## config.mk

```make
export PLATFORM = sky130hd
export DESIGN_NAME = acumulador_somador
export DESIGN_NICKNAME = d
export VERILOG_FILES = /design/src/rtl/acumulador_somador_pkg.sv /design/src/rtl/acumulador_somador_somador.sv /design/src/rtl/acumulador_somador.sv
export SDC_FILE = /design/constraint.sdc
export NUM_CORES = 1
export LEC_CHECK = 0
export ABC_AREA = 1
export CAP_MARGIN = 10
export CORE_ASPECT_RATIO = 0.5
export CORE_MARGIN = 3
export CORE_UTILIZATION = 30
export CTS_BUF_LIST = sky130_fd_sc_hd__clkbuf_8
export CTS_CLUSTER_SIZE = 8
export DETAILED_ROUTE_END_ITERATION = 10
export GPL_TIMING_DRIVEN = 0
export HOLD_SLACK_MARGIN = 0.02
export PLACE_DENSITY = 0.56
export SYNTH_ARGS = -nofsm -noshare
export SYNTH_HDL_FRONTEND = slang
export SYNTH_HIERARCHICAL = 1
export SYNTH_SLANG_ARGS = --single-unit
```

## constraint.sdc

```tcl
create_clock -name clock -period 2.9 [get_ports clock]
set_input_delay 0.58 -clock clock [delete_from_list [all_inputs] [get_ports clock]]
set_output_delay 0.58 -clock clock [all_outputs]
set_load 0.05 [all_outputs]
```

## src/rtl/acumulador_somador_pkg.sv

```systemverilog
// Shared definitions for the acumulador_somador slice: operation encoding,
// FSM state encoding and the saturation limits of the 16-bit accumulator.
// The saturating build is selected with the macro ACUMULADOR_SATURATE_EN.
package acumulador_somador_pkg;

  // Operation encoding shared with somador
  localparam logic OP_ADD = 1'b1;
  localparam logic OP_SUB = 1'b0;

  // Accumulator width and its two's-complement limits
  localparam int ACC_W = 16;
  localparam logic [ACC_W-1:0] ACC_MAX = 16'h7FFF;
  localparam logic [ACC_W-1:0] ACC_MIN = 16'h8000;

  // Stage sequencing: capture, compute, write back
  typedef enum logic [1:0] {
    ST_IDLE = 2'b00,
    ST_EXEC = 2'b01,
    ST_WB   = 2'b10
  } state_t;

  // Saturation value for an overflowing operation; the overflow direction
  // always follows the sign of the accumulator (a) side.
  function automatic logic [ACC_W-1:0] sat_limit(input logic acc_negative);
    logic [ACC_W-1:0] lim;
    if (acc_negative) begin
      lim = ACC_MIN;
    end else begin
      lim = ACC_MAX;
    end
    return lim;
  endfunction

endpackage

```

## src/rtl/acumulador_somador_somador.sv

```systemverilog
// somador: combinational signed adder/subtractor. The operation is evaluated
// one bit wider than the operands so overflow is exact, including the
// subtraction of the most negative value.
module somador
  import acumulador_somador_pkg::*;
#(
  parameter int WIDTH = 16
) (
  input  logic [WIDTH-1:0] a,
  input  logic [WIDTH-1:0] b,
  input  logic             op,
  output logic             overflow,
  output logic [WIDTH-1:0] result
);

  logic [WIDTH:0] a_ext_s;
  logic [WIDTH:0] b_ext_s;
  logic [WIDTH:0] full_s;

  // Sign-extended add/subtract with overflow from the two top bits
  always_comb begin
    a_ext_s = {a[WIDTH-1], a};
    b_ext_s = {b[WIDTH-1], b};
    if (op == OP_ADD) begin
      full_s = a_ext_s + b_ext_s;
    end else begin
      full_s = a_ext_s - b_ext_s;
    end
    overflow = full_s[WIDTH] ^ full_s[WIDTH-1];
    result   = full_s[WIDTH-1:0];
  end

endmodule

```

## src/rtl/acumulador_somador.sv

```systemverilog
// acumulador_somador: three-cycle accumulator stage around one somador.
// IDLE captures an operand, EXEC registers the somador result, WB commits
// it to acc_out with a one-cycle out_valid pulse. Clear and reset both
// return the stage to IDLE with zeroed state, discarding any operation in
// flight. Define ACUMULADOR_SATURATE_EN to saturate instead of wrapping.
module acumulador_somador
  import acumulador_somador_pkg::*;
#(
  parameter int WIDTH = 16,
  parameter int CNT_W = 8
) (
  input  logic             clock,
  input  logic             reset,
  input  logic             clear,
  input  logic             in_valid,
  output logic             in_ready,
  input  logic [WIDTH-1:0] operand,
  input  logic             op,
  output logic [WIDTH-1:0] acc_out,
  output logic             out_valid,
  output logic             last_overflow,
  output logic             overflow_flag,
  output logic [CNT_W-1:0] op_count
);

  state_t           state_r;
  logic [WIDTH-1:0] operand_r;
  logic             op_r;
  logic [WIDTH-1:0] res_r;
  logic             res_ovf_r;
  logic [WIDTH-1:0] acc_r;
  logic             out_valid_r;
  logic             last_ovf_r;
  logic             ovf_flag_r;
  logic [CNT_W-1:0] count_r;
  logic             in_ready_r;

  logic [WIDTH-1:0] sum_s;
  logic             ovf_s;
  logic [WIDTH-1:0] wb_value_s;

  somador #(
    .WIDTH (WIDTH)
  ) u_somador (
    .a        (acc_r),
    .b        (operand_r),
    .op       (op_r),
    .overflow (ovf_s),
    .result   (sum_s)
  );

  // Value to commit: wrapped sum, or the clamped limit in the saturating build
  always_comb begin
    wb_value_s = sum_s;
`ifdef ACUMULADOR_SATURATE_EN
    if (ovf_s) begin
      wb_value_s = WIDTH'(sat_limit(acc_r[WIDTH-1]));
    end else begin
      wb_value_s = sum_s;
    end
`endif
  end

  // Sequencing FSM with all stage registers and registered outputs
  always_ff @(posedge clock) begin
    if (reset) begin
      state_r     <= ST_IDLE;
      operand_r   <= {WIDTH{1'b0}};
      op_r        <= OP_SUB;
      res_r       <= {WIDTH{1'b0}};
      res_ovf_r   <= 1'b0;
      acc_r       <= {WIDTH{1'b0}};
      out_valid_r <= 1'b0;
      last_ovf_r  <= 1'b0;
      ovf_flag_r  <= 1'b0;
      count_r     <= {CNT_W{1'b0}};
      in_ready_r  <= 1'b1;
    end else if (clear) begin
      state_r     <= ST_IDLE;
      res_ovf_r   <= 1'b0;
      acc_r       <= {WIDTH{1'b0}};
      out_valid_r <= 1'b0;
      last_ovf_r  <= 1'b0;
      ovf_flag_r  <= 1'b0;
      count_r     <= {CNT_W{1'b0}};
      in_ready_r  <= 1'b1;
    end else begin
      out_valid_r <= 1'b0;
      case (state_r)
        ST_IDLE: begin
          if (in_valid) begin
            operand_r  <= operand;
            op_r       <= op;
            in_ready_r <= 1'b0;
            state_r    <= ST_EXEC;
          end else begin
            in_ready_r <= 1'b1;
          end
        end
        ST_EXEC: begin
          res_r     <= wb_value_s;
          res_ovf_r <= ovf_s;
          state_r   <= ST_WB;
        end
        ST_WB: begin
          acc_r       <= res_r;
          last_ovf_r  <= res_ovf_r;
          ovf_flag_r  <= ovf_flag_r | res_ovf_r;
          count_r     <= count_r + {{(CNT_W-1){1'b0}}, 1'b1};
          out_valid_r <= 1'b1;
          in_ready_r  <= 1'b1;
          state_r     <= ST_IDLE;
        end
        default: begin
          in_ready_r <= 1'b1;
          state_r    <= ST_IDLE;
        end
      endcase
    end
  end

  assign in_ready      = in_ready_r;
  assign acc_out       = acc_r;
  assign out_valid     = out_valid_r;
  assign last_overflow = last_ovf_r;
  assign overflow_flag = ovf_flag_r;
  assign op_count      = count_r;

endmodule

```

==> reports/qor.yml <==
status:
  status: "finished, final reports clean"
worst_hold_path:
  min_path_type: "register to register"
global_routing:
  grt_first_pass_wirelength_mm: 14.7
  grt_max_degree: 13
  first_global_vias: 3001
  globalRouteTotalUtil_pct: 13.5
  overflow: 0
  grt_antenna_before_repair: 0
clocking:
  clockRootBuffer: "clkbuf_8"
  clk_latency_ps: 360
  clock-sinks: 64
  clk_pin_slew_worst_paths_ps: 80
  cts-buffers-inserted: 9
  ctsLongestPathBuffers: 2
  tritoncts: "done"
  htree_levels: 3
  hold_buffers: 0
route:
  drt_pass1_iterations: 4
  finalWirelength_mm: 9.06
  drc: 0
  postRouteAntennaNets: 0
  wire_per_inst_um: 11.9
  vias: 3325
  drt_iter0_drc: 134
  viasPerCell: 4.38
power:
  power.density_nw_per_um2: 532
  p_leak_uw: 0.00205
  peakVddDrop_uv: 233
sta:
  setup-tns-final_ps: 0
  min_period_over_period_pct: 91.7
  finalCriticalPeriod_ps: 2660
  report.final.slew_viol_count: 0
  hold_violations: 0
  fin_skew_ps: 9.62
  max_slew_margin_pct: 66.2
  setup_viol: 0
  fmax_mhz: 376
  hold_slack_ps: 457
  worst-slew-pin-transition_ps: 505
logic_synthesis:
  async_reset_ff_share_pct: 0
  ys.flop_type: "dfxtp_1"
  ys_ff_latch: 64
  synth_warnings: 6
  synth_cell_types: 36
  ys_seq_area_share_pct: 35.2
  syn_nets: 574
  synthCells: 533
  ys_top_cells_by_count: "nand2_1, nor2_1, dfxtp_1"
  syn_area_per_cell_um2: 6.84
  yosys.area.top_type: "dfxtp_1"
  synth_area_um2: 3640
  synth-edff-count: 0
  synth_area_leaders: "dfxtp_1, nand2_1, nor2_1, ha_1, o21ai_0"
  synth_top_area_share_pct: 35.2
  synth_most_common_cell: "nand2_1"
cells_and_area:
  final_core_util_pct: 40.9
  fillCellCount: 1273
  layout.cells.non_filler: 759
  syn2layout_area_growth_pct: 28.2
  drive_gt1_share_pct: 12.5
  final_nets: 636
  insertedDiodeCount: 0
die:
  die-area_um2: 13600
  die_w_um: 162
  pin_count: 49
  start_util_pct: 31.9
  rows: 27
  core_area_um2: 11400
  die_h_um: 83.9
placed_design:
  gp_congestion: 0.851
  dp_cells: 739
  port_buffers: 47
  dp_hpwl_mm: 7.15
worst_setup_path:
  crit_type: "register to register"
  cp-end-kind: "register"
  cp.arrival_ps: 2920
  start_kind: "register"
  cp_max_fo: 4
  worstPathRequired_ps: 3160
run:
  maxCapViolCount: 0
-- state kept, by name, summed over array words and instances, names as in the netlist --
| register | count |
|---|---|
| acc_out | 16 |
| in_ready | 1 |
| last_overflow | 1 |
| op_count | 8 |
| op_r | 1 |
| operand_r | 16 |
| out_valid | 1 |
| overflow_flag | 1 |
| res_ovf_r | 1 |
| res_r | 16 |
| state_r | 2 |
-- final timing paths --
kind                                    from                         end  slack [ps]  cells after the start
setup / recovery   operand_r[2]$_SDFFE_PP0P_      res_ovf_r$_SDFFE_PP0N_         240                     20
hold / removal    overflow_flag$_SDFFE_PP0P_  overflow_flag$_SDFFE_PP0P_         460                      2
hold reg to reg   overflow_flag$_SDFFE_PP0P_  overflow_flag$_SDFFE_PP0P_         460                      2
setup reg to reg   operand_r[2]$_SDFFE_PP0P_      res_ovf_r$_SDFFE_PP0N_         240                     20
-- cell type report --
cell class,count,area [um^2],area share [%]
clock buffer,10,138,2.95
tap,159,199,4.26
clock inverter,6,115,2.47
timing repair buffer,51,500,10.7
inverter,52,195,4.18
sequential,64,1290,27.5
multi-input combinational,402,2150,46.0
buffer,15,87.6,1.88
-- placed cells by master (no fill, tap or decap), drive strengths merged, types with 3 or more instances in the layout --
cell           count
a21oi             36
a31oi              3
buf               12
bufinv             3
clkbuf            17
clkdlybuf4s50     47
dfxtp             64
ha                19
inv               53
nand2            126
nand3             21
nand4              4
nor2             111
o21ai             44
xnor2              9
xor2              17
-- per-stage QoR --
stage | total power, uW | area (um^2) | setup slack (ps)
5_1_grt | 2630 | 4670 | -37.8
6_report | 2490 | 4670 | 239
2_1_floorplan | 1350 | 3640 | 533
4_1_cts | 2460 | 4570 | 133
3_3_place_gp | 1470 | 4310 | 153
3_5_place_dp | 1480 | 4310 | 144
-- layer usage --
metal	global-route usage [%]	wire length, um	up-vias
met5	0	0	-
met4	3.48	91	0
met3	3.96	350	8
met2	18.7	3590	43
met1	20.1	5030	1450
li1	-	-	1824
-- power breakdown --
part	leakage [uW]	switching (uW)	total [uW]	internal, uW
clock	0.000123	382	981	599
combinational	0.00141	346	573	228
sequential	0.000521	27.0	932	905
-- cells by family after synthesis --
group / share of synthesized area [%]
XOR/XNOR: 6.25
AO/OA/AOI/OAI: 12.1
flip-flops: 35.2
adder cells (fa/ha/maj): 7.07
buffers and inverters: 7.76
AND/OR/NAND/NOR: 31.6
-- critical path, cell delays in order (launching register included) --
cell	delay, ps
dfxtp_4	370
nor2_4	110
nand4_1	130
nor2_2	200
nand2_2	80
nor2_2	110
nor2_1	60
xor2_1	170
ha_1	390
nand2_2	110
nor2_4	110
and3_1	160
nand2_2	60
nand2_1	50
nand2_1	50
nand2_2	80
inv_2	40
nand2_1	60
nand2_2	70
nor2_1	100
nor2_1	50
-- what timing repair did --
item	4_1_cts	5_1_grt
buffers inserted	0	4
resized for setup	0	26
endpoints found under the hold margin	0	0
setup endpoints to repair	0	5
Power figures use the tool's default switching activity.
